## src/rtl/mem_pkg.sv

```systemverilog
// mem_pkg: shared FSM state type, RV32 load/store size codes and the access legality check
package mem_pkg;
    typedef enum logic [1:0] {S_IDLE, S_REQ, S_WAIT, S_RESP} state_e;
    localparam logic [2:0] F3_B  = 3'b000;
    localparam logic [2:0] F3_H  = 3'b001;
    localparam logic [2:0] F3_W  = 3'b010;
    localparam logic [2:0] F3_BU = 3'b100;
    localparam logic [2:0] F3_HU = 3'b101;
    // Flags both unknown size codes and accesses that straddle their natural alignment.
    function automatic logic misaligned(input logic [2:0] f3, input logic [1:0] a);
        logic illegal;
        illegal = (f3[1:0] == 2'b11) || (f3[2:1] == 2'b11);
        return illegal || (f3[1:0] == 2'b01 && a[0]) || (f3[1:0] == 2'b10 && a != 2'b00);
    endfunction
endpackage

```

## src/rtl/mem_lane_align.sv

```systemverilog
// mem_lane_align: byte-enable, store lane steering and load shift from size code and address low bits
module mem_lane_align
    import mem_pkg::*;
(
    input  logic [2:0]  funct3_i,
    input  logic [1:0]  addr_lo_i,
    input  logic [31:0] wdata_i,
    output logic [3:0]  be_o,
    output logic [31:0] wdata_o,
    output logic [4:0]  rshift_o
);
    always_comb begin
        be_o     = funct3_i[1:0] == F3_B[1:0] ? 4'b0001 << addr_lo_i :
                   funct3_i[1:0] == F3_H[1:0] ? 4'b0011 << addr_lo_i : 4'b1111;
        wdata_o  = funct3_i[1:0] == F3_B[1:0] ? {4{wdata_i[7:0]}} :
                   funct3_i[1:0] == F3_H[1:0] ? {2{wdata_i[15:0]}} : wdata_i;
        rshift_o = {addr_lo_i, 3'b000};
    end
endmodule

```

## src/rtl/mem_access_unit.sv

```systemverilog
// mem_access_unit: single-outstanding load/store bridge from core requests to a gnt/rvalid memory port
module mem_access_unit
    import mem_pkg::*;
#(
    parameter int TIMEOUT_CYCLES = 16
) (
    input  logic        clk,
    input  logic        rst_n,
    input  logic        req_valid,
    output logic        req_ready,
    input  logic        req_we,
    input  logic [2:0]  req_funct3,
    input  logic [31:0] req_addr,
    input  logic [31:0] req_wdata,
    output logic        resp_valid,
    output logic [31:0] resp_rdata,
    output logic        resp_err,
    output logic        mem_req,
    output logic        mem_we,
    output logic [31:0] mem_addr,
    output logic [3:0]  mem_be,
    output logic [31:0] mem_wdata,
    input  logic        mem_gnt,
    input  logic        mem_rvalid,
    input  logic [31:0] mem_rdata
);
    localparam int CW = $clog2(TIMEOUT_CYCLES + 1);
    localparam logic [CW-1:0] TO_LAST = CW'(TIMEOUT_CYCLES - 1);

    state_e      state_q, state_d;
    logic        we_q, we_d, err_q, err_d;
    logic [2:0]  f3_q, f3_d;
    logic [31:0] addr_q, addr_d, wdata_q, wdata_d, rdata_q, rdata_d;
    logic [CW-1:0] cnt_q, cnt_d;
    logic [3:0]  lane_be;
    logic [4:0]  rshift;
    logic        timeout;

    mem_lane_align u_align (
        .funct3_i (f3_q),
        .addr_lo_i(addr_q[1:0]),
        .wdata_i  (wdata_q),
        .be_o     (lane_be),
        .wdata_o  (mem_wdata),
        .rshift_o (rshift)
    );

    assign timeout    = cnt_q == TO_LAST;
    assign req_ready  = state_q == S_IDLE;
    assign mem_req    = state_q == S_REQ;
    assign mem_we     = mem_req & we_q;
    assign mem_be     = mem_req ? lane_be : 4'b0000;
    assign mem_addr   = {addr_q[31:2], 2'b00};
    assign resp_valid = state_q == S_RESP;
    assign resp_err   = err_q;
    assign resp_rdata = rdata_q;

    always_comb begin
        state_d = state_q;
        we_d    = we_q;
        f3_d    = f3_q;
        addr_d  = addr_q;
        wdata_d = wdata_q;
        err_d   = err_q;
        rdata_d = rdata_q;
        cnt_d   = cnt_q;
        case (state_q)
            S_IDLE: if (req_valid) begin
                we_d    = req_we;
                f3_d    = req_funct3;
                addr_d  = req_addr;
                wdata_d = req_wdata;
                err_d   = misaligned(req_funct3, req_addr[1:0]);
                cnt_d   = '0;
                state_d = err_d ? S_RESP : S_REQ;
            end
            S_REQ: begin
                cnt_d = cnt_q + 1'b1;
                if (mem_gnt) state_d = we_q ? S_RESP : S_WAIT;
                else if (timeout) begin
                    err_d   = 1'b1;
                    state_d = S_RESP;
                end
            end
            S_WAIT: begin
                cnt_d = cnt_q + 1'b1;
                if (mem_rvalid) begin
                    rdata_d = mem_rdata >> rshift;
                    state_d = S_RESP;
                end else if (timeout) begin
                    err_d   = 1'b1;
                    state_d = S_RESP;
                end
            end
            default: state_d = S_IDLE;
        endcase
    end

    always_ff @(posedge clk or negedge rst_n) begin
        if (!rst_n) begin
            state_q <= S_IDLE;
            we_q    <= 1'b0;
            f3_q    <= '0;
            addr_q  <= '0;
            wdata_q <= '0;
            err_q   <= 1'b0;
            rdata_q <= '0;
            cnt_q   <= '0;
        end else begin
            state_q <= state_d;
            we_q    <= we_d;
            f3_q    <= f3_d;
            addr_q  <= addr_d;
            wdata_q <= wdata_d;
            err_q   <= err_d;
            rdata_q <= rdata_d;
            cnt_q   <= cnt_d;
        end
    end
endmodule

```

## config.mk

```make
export PLATFORM = sky130hd
export DESIGN_NAME = mem_access_unit
export DESIGN_NICKNAME = d
export VERILOG_FILES = /design/src/rtl/mem_pkg.sv /design/src/rtl/mem_lane_align.sv /design/src/rtl/mem_access_unit.sv
export SDC_FILE = /design/constraint.sdc
export NUM_CORES = 1
export LEC_CHECK = 0
export ABC_AREA = 1
export CORE_UTILIZATION = 48
export DETAILED_ROUTE_END_ITERATION = 10
export PLACE_DENSITY = 0.86
export SLEW_MARGIN = 10
export SYNTH_ARGS = -nofsm -noshare
export SYNTH_HDL_FRONTEND = slang
export SYNTH_SLANG_ARGS = --single-unit
```

## constraint.sdc

```tcl
create_clock -name clk -period 3.15 [get_ports clk]
set_input_delay 0.63 -clock clk [delete_from_list [all_inputs] [get_ports clk]]
set_output_delay 0.63 -clock clk [all_outputs]
set_load 0.01 [all_outputs]
```

**Yosys cells after proc, flatten, opt, wreduce, memory -nomap -nowiden**

Index checks and enable logic that the tools add are counted.

- Logic and storage cells: 59
- Register bits: 107
- Output and inout port bits: 105

- Add/subtract/negate cells: 1
- Equal/unequal tests: 12
- Shift operators: 3
- Reductions and logical operators: 15
- Bitwise logic cells: 1
- Mux-type cells: 19

Operators by type and width:

| cell | count |
|---|---|
| two-way mux 32 bit | 2 |
| right shift 32 x 5 -> 32 bit | 1 |
| two-way mux 4 bit | 3 |
| equality test 2 bit (second input constant) | 5 |
| two-way mux 2 bit | 5 |
| one-hot mux 5 bit (2 select lines) | 1 |
| equality test 2 x 1 -> 1 bit (second input constant) | 3 |
| inequality test 2 bit (second input constant) | 3 |
| one-hot mux 2 bit (3 select lines) | 1 |
| AND reduction 2 bit | 3 |
| adder 5 x 1 -> 5 bit (second input constant) | 1 |
| equality test 5 x 4 -> 1 bit (second input constant) | 1 |
| two-way mux 1 bit | 5 |
| two-way mux 5 bit | 1 |
| zero test 2 bit | 2 |
| AND reduction 4 bit | 1 |
| nonzero test 2 bit | 2 |
| << shifter 1 x 2 -> 4 bit (first input constant) | 1 |
| << shifter 2 x 2 -> 4 bit (first input constant) | 1 |
| logical OR 1 bit | 3 |
| one-hot mux 1 bit (3 select lines) | 1 |
| nonzero test 3 bit | 1 |
| logical AND 1 bit | 2 |
| OR reduction 2 bit | 1 |
| AND 1 bit | 1 |

**Depth between registers and ports, before layout**

Gate-level depths: netlist (run 1).

- Depth after elaboration: 7
- Gate-level depth with buffers: 10
- Gate-level depth less buffers: 10

**Cells and area by module**

Synthesis (run 1) repeated with hierarchy kept, for this count alone.

- Cell total of the unflattened synthesis: 799
- Area total of the unflattened synthesis: 6,606.3 um^2

By module, submodules not included:

| module | cells an instance | area an instance (um^2) | times used | sequential area each (um^2) |
|---|---|---|---|---|
| mem_access_unit | 688 | 6,017.0 | 1 | 2,702.6 |
| mem_lane_align | 111 | 589.3 | 1 | 0.0 |

**Worst setup path before layout (run 1)**

Ideal clock, no wire load.

- Kind: reg2out
- From: register addr_q[0]
- To: output mem_be[2]
- Slack: 1.175 ns
- Stages on the path, launching flop included: 6
- Required time: 2.520 ns
- Arrival: 1.345 ns
- Cell sequence: dfrtp_1 > inv_2 > clkbuf_1 > ha_1 > o22ai_1 > nor2_1

- Longest elaborated chain between the ends: 4
- Elaborated cells on any way between the ends: 5

Ends and longest elaborated chain:

| element | RTL line | text |
|---|---|---|
| start: declaration | mem_access_unit.sv:33 | `logic [31:0] addr_q, addr_d, wdata_q, wdata_d, rdata_q, rdata_d;` |
| start signal: assignment | mem_access_unit.sv:113 | `addr_q <= addr_d;` |
| << shifter 2 x 2 -> 4 bit | mem_lane_align.sv:14 | `funct3_i[1:0] == F3_H[1:0] ? 4'b0011 << addr_lo_i : 4'b1111;` |
| two-way mux 4 bit | mem_lane_align.sv:14 |  |
| two-way mux 4 bit * | mem_lane_align.sv:13 | `be_o = funct3_i[1:0] == F3_B[1:0] ? 4'b0001 << addr_lo_i :` |
| two-way mux 4 bit * | mem_access_unit.sv:52 | `assign mem_be = mem_req ? lane_be : 4'b0000;` |
| end: declaration | mem_access_unit.sv:21 | `output logic [3:0] mem_be,` |

Every way passes the cells marked *; elsewhere a longest branch is shown, timed or not.

**Worst setup path after layout (run 1)**

- From: register f3_q[1]
- To: output mem_wdata[24]

- Longest elaborated chain between the ends: 3
- Elaborated cells on any way between the ends: 4

Ends and longest elaborated chain:

| element | RTL line | text |
|---|---|---|
| start: declaration | mem_access_unit.sv:32 | `logic [2:0] f3_q, f3_d;` |
| start signal: assignment | mem_access_unit.sv:103 | `f3_q <= '0;` |
| start signal: assignment | mem_access_unit.sv:112 | `f3_q <= f3_d;` |
| equality test 2 x 1 -> 1 bit | mem_lane_align.sv:16 | `funct3_i[1:0] == F3_H[1:0] ? {2{wdata_i[15:0]}} : wdata_i;` |
| two-way mux 32 bit | mem_lane_align.sv:16 |  |
| two-way mux 32 bit * | mem_lane_align.sv:15 | `wdata_o = funct3_i[1:0] == F3_B[1:0] ? {4{wdata_i[7:0]}} :` |
| end: declaration | mem_access_unit.sv:22 | `output logic [31:0] mem_wdata,` |

Marks and branches as above.

==> flow_summary.json, run 1 <==
{
  "clk_pin_slew_worst_paths_ns": 0.07,
  "finClkSkew_ns": 0.00737,
  "yosysWarnings": 0,
  "r2r_end": "wdata_q[15]$_DFFE_PN0P_",
  "drt-vias-per-instance": 5.18,
  "fill_cells": 810,
  "leakagePower_nw": 3.56,
  "critPathSlowestCell": "clkdlybuf4s50_1",
  "clkLatencyLatePin_ns": 0.34,
  "gp_congestion": 0.902,
  "antenna_found_initial": 0,
  "seqCellArea_sq_mm": 0.00268,
  "core_region_area_sq_mm": 0.0109,
  "finalHoldViolCount": 0,
  "num_rows": 38,
  "fin_nets": 834,
  "multi_input_area_sq_mm": 0.00226,
  "final_cell_area_sq_mm": 0.00770,
  "drt-pass1-iter-count": 4,
  "hpwl_mm": 10.4,
  "ys.flop_type": "dfrtp_1",
  "die_area_sq_mm": 0.0118,
  "chipWidth_um": 109,
  "clock.fmax_mhz": 360,
  "hold_path_class": "primary input to asynchronous set/reset pin",
  "root_buffer": "clkbuf_16",
  "portBuffers": 207,
  "endpoint_kind": "output port",
  "setup_violations": 0,
  "r2r-start": "state_q[1]$_DFFE_PN0N_",
  "pin_count": 210,
  "drtIter0Drc": 241,
  "track_usage_pct": 24.9,
  "cts_max_level": 3,
  "fp.dieH_um": 109,
  "cts-buffers-inserted": 9,
  "maxSlewViolCount": 0,
  "ys_ff_latch": 107,
  "setup_tns_ns": 0,
  "synth_edf_count": 0,
  "wl_per_cell_um": 16.4,
  "relSlewSlack_pct": 53.7,
  "area_growth_pct": 41.1,
  "ir_worst_vdd_uv": 721,
  "rr_worst_depth": 5,
  "drive_above_1_share_pct": 14.0,
  "netlist_instances": 551,
  "worstPathMaxFanout": 19,
  "fin_crit_ns": 2.78,
  "avgSynthCellArea_sq_um": 9.90,
  "cts_hold_buf": 0,
  "syn_area_sq_mm": 0.00545,
  "async_flop_share_pct": 100,
  "ant_nets": 0,
  "start_util_pct": 49.9,
  "path_cells": "buf_4, nor2_2, buf_4, nand2_1, o211ai_1, clkdlybuf4s50_1",
  "finalPower_mw": 8.00,
  "antennaDiodeCount": 0,
  "cp.required_ns": 2.52,
  "mostFrequentLayoutCells": "206 x clkdlybuf4s50_1, 176 x nand2_1, 107 x dfrtp_1",
  "first_global_vias": 4505,
  "post-place-cells": 848,
  "path_common_cell": "buf_4",
  "rsz0062_at_grt": "false",
  "yosysSeqAreaShare_pct": 49.1,
  "power.density_mw_per_mm2": 1040,
  "cap_violations": 0,
  "final_common_cell": "clkdlybuf4s50_1",
  "routed_wl_mm": 14.1,
  "status": "complete, no violations",
  "remaining_drc_errors": 0,
  "cts_tree": "built",
  "post_cts_buffers": 0,
  "postCtsResizedCells": 0,
  "ys_types": 27,
  "clockBufferDepth": 2,
  "reg2reg_slack_ns": 1.09,
  "grt_overflow": 0,
  "post_dp_cell_area_sq_mm": 0.00735,
  "period_share_pct": 88.3,
  "clock_sink_count": 107,
  "critPathLaunchType": "register",
  "vias": 4467,
  "arrival_ns": 2.15,
  "final_cells": 863,
  "path_class": "register to output port",
  "grt_max_degree": 56,
  "cpPeakStageDelay_ns": 0.59,
  "worst_pin_slew_ns": 0.695,
  "grt_pass1_wl_mm": 22.3
}
==> cell type report <==
type	instances	area share [%]
Timing Repair Buffer	217	28.0
Inverter	23	1.12
Clock buffer	11	3.15
Tap cell	140	2.28
Sequential cell	107	34.8
Multi-Input combinational cell	361	29.3
Clock inverter	4	1.28
==> worst max-delay path: cells and delay by family (launching register included) <==
family                 cells  cell delay [ns]
AND/OR/NAND/NOR            2             0.31
buffers and inverters      3             1.01
AO/OA/AOI/OAI              1             0.11
flip-flops                 1             0.38
==> kinds of logic after synthesis <==
kind of cell	count (synthesis)	synth area share (%)
AOI/OAI and AO/OA	64	7.48
adders and majority gates	10	2.29
muxes	60	14.7
DFF	107	49.1
buffers and inverters	84	9.68
and+or+nand+nor	225	16.7
other	1	0.0688
==> sequential cells by signal, indices dropped and copies added, names as in the netlist <==
signal      cells
state_q         2
f3_q            2
cnt_q           5
we_q            1
resp_rdata     32
addr_q         32
wdata_q        32
resp_err        1
==> worst max path at each step <==
stage                     startpoint       endpoint  slack, ns  cells past startpoint
2_1_floorplan  addr_q[0]$_DFFE_PN0P_      mem_be[2]       1.17                      5
3_3_place_gp     f3_q[1]$_DFFE_PN0P_      mem_be[1]       0.78                      6
3_5_place_dp     f3_q[1]$_DFFE_PN0P_  mem_wdata[24]       0.74                      6
4_1_cts          f3_q[1]$_DFFE_PN0P_  mem_wdata[24]       0.37                      6
5_1_grt          f3_q[1]$_DFFE_PN0P_      mem_be[3]       0.23                      5
6_report         f3_q[1]$_DFFE_PN0P_  mem_wdata[24]       0.37                      6
==> metrics by stage <==
step | setup WS [ns] | hold slack [ns] | util (%)
floorplan | 1.17 | 0.334 | -
global placement | 0.780 | 0.471 | 67.3
detailed placement | 0.741 | 0.473 | 67.3
CTS | 0.367 | 0.355 | 70.4
global route | 0.235 | 0.386 | 70.4
finish | 0.369 | 0.325 | 70.4
==> Yosys cell counts, types with 10 or more instances <==
cell / count / share of area, %
mux2_4: 34 / 9.4
o211ai_1: 21 / 2.9
nand3_1: 15 / 1.4
ha_1: 10 / 2.3
nand2_1: 177 / 12
buf_2: 11 / 1.0
o21ai_0: 20 / 1.8
dfrtp_1: 107 / 49
buf_4: 43 / 5.9
nor2_1: 19 / 1.3
mux2_2: 25 / 5.2
a21oi_1: 12 / 1.1
inv_1: 19 / 1.3
==> power breakdown <==
group	internal [mW]	switching, mW
Sequential	2.03	0.461
Clock	0.796	0.488
Combinational	2.35	1.88
Total	5.18	2.83
==> routing by layer <==
metal	up-vias	wire, um	track usage, %	share of wire [%]
met2	212	6940	41.7	49
met1	2118	5690	30.5	40
met4	0	378	11.8	2.7
met5	-	0	0	0
met3	31	1110	5.30	7.8
li1	2106	-	-	-
Note: power is estimated with default switching activity, not from simulation.
==> inputs of run 2 (changes only) <==
CORE_MARGIN = 2   (was unset)
==> flow_summary.json, run 2 (same netlist as run 1, synthesis figures left out) <==
{
  "wl_met3_mm": 1.19,
  "wl_met2_mm": 6.84,
  "portBuffers": 207,
  "clock_sink_count": 107,
  "antennaDiodeCount": 0,
  "die_area_sq_mm": 0.0122,
  "cts_hold_buf": 0,
  "leakagePower_nw": 3.52,
  "post_dp_cell_area_sq_mm": 0.00734,
  "antenna_found_initial": 0,
  "drive_above_1_share_pct": 13.5,
  "worstPathMaxFanout": 9,
  "hold_path_class": "primary input to asynchronous set/reset pin",
  "arrival_ns": 2.31,
  "top_layer": "met4",
  "drtIter0Drc": 310,
  "area_growth_pct": 39.8,
  "grt_overflow": 0,
  "wl_per_cell_um": 16.6,
  "r2r-start": "state_q[0]$_DFFE_PN0N_",
  "critPathSlowestCell": "clkdlybuf4s50_1",
  "post-place-cells": 845,
  "cp.required_ns": 2.52,
  "cap_violations": 0,
  "cpPeakStageDelay_ns": 0.57,
  "fin_nets": 831,
  "drt-pass1-iter-count": 4,
  "path_cells": "clkinv_1, nand2_2, inv_1, a21oi_1, clkdlybuf4s50_1",
  "clockBufferDepth": 2,
  "clkLatencyLatePin_ns": 0.34,
  "rr_worst_depth": 6,
  "reg2reg_slack_ns": 1.06,
  "dp_slack_ns": 0.528,
  "whs_ns": 0.281,
  "critPathLaunchType": "register",
  "root_buffer": "clkbuf_16",
  "clk_pin_slew_worst_paths_ns": 0.07,
  "grt_pass1_wl_mm": 23.7,
  "first_global_vias": 4795,
  "track_usage_pct": 23.9,
  "maxSlewViolCount": 0,
  "cts-buffers-inserted": 9,
  "pin_count": 210,
  "rsz0062_at_grt": "false",
  "setup_violations": 0,
  "clock.fmax_mhz": 340,
  "final_cells": 857,
  "mostFrequentLayoutCells": "206 x clkdlybuf4s50_1, 175 x nand2_1, 107 x dfrtp_1",
  "vias": 4452,
  "remaining_drc_errors": 0,
  "final_common_cell": "clkdlybuf4s50_1",
  "ir_worst_vdd_uv": 675,
  "period_share_pct": 93.4,
  "num_rows": 38,
  "worst_pin_slew_ns": 0.643,
  "post_cts_buffers": 0,
  "r2r_end": "resp_rdata[27]$_DFFE_PN0P_",
  "ant_nets": 0,
  "endpoint_kind": "output port",
  "hpwl_mm": 10.6,
  "chipWidth_um": 111,
  "final_core_util_pct": 69.4,
  "routed_wl_mm": 14.2,
  "fin_crit_ns": 2.94,
  "postCtsResizedCells": 0,
  "grt_max_degree": 108,
  "finClkSkew_ns": 0.00485,
  "fp.dieH_um": 111,
  "cts_max_level": 3,
  "path_delay_family": "buffers and inverters",
  "relSlewSlack_pct": 57.1,
  "path_class": "register to output port",
  "gp_congestion": 0.876,
  "status": "complete, no violations",
  "wl_met1_mm": 5.62,
  "finalPower_mw": 7.79,
  "worst-path-buf-inv": 3,
  "start_util_pct": 49.6,
  "drt-vias-per-instance": 5.19,
  "layout_setup_ws_ns": 0.209,
  "setup_tns_ns": 0,
  "cts_tree": "built",
  "finalHoldViolCount": 0,
  "core_region_area_sq_mm": 0.0110,
  "final_cell_area_sq_mm": 0.00762,
  "power.density_mw_per_mm2": 1020
}
run 2: how the worst max path moves through the flow:
stage	startpoint	end	slack [ns]	cells after the start
5_1_grt	f3_q[1]$_DFFE_PN0P_	mem_be[1]	0.02	5
3_5_place_dp	f3_q[1]$_DFFE_PN0P_	mem_be[1]	0.53	5
3_3_place_gp	f3_q[1]$_DFFE_PN0P_	mem_be[1]	0.56	5
2_1_floorplan	addr_q[0]$_DFFE_PN0P_	mem_be[2]	1.17	5
6_report	f3_q[1]$_DFFE_PN0P_	mem_be[1]	0.21	5
4_1_cts	f3_q[1]$_DFFE_PN0P_	mem_be[1]	0.11	5
run 2: routing by layer:
metal	up-vias	GRT usage, %
met4	0	12.1
li1	2089	-
met5	-	0
met2	202	39.9
met1	2119	28.0
met3	42	7.24
run 2: layout make-up:
class | count | area [sq um]
inverter | 23 | 86.3
sequential | 107 | 2680
multi-input combinational | 361 | 2270
fill | 831 | 3360
clock buffer | 9 | 225
clock inverter | 3 | 43.8
tap | 140 | 175
timing repair buffer | 214 | 2150
run 2: power breakdown:
part           total [mW]  switching, mW  internal (mW)
sequential           2.49          0.465           2.03
combinational        4.23           1.88           2.35
clock                1.07          0.470          0.598
total                7.79           2.82           4.97
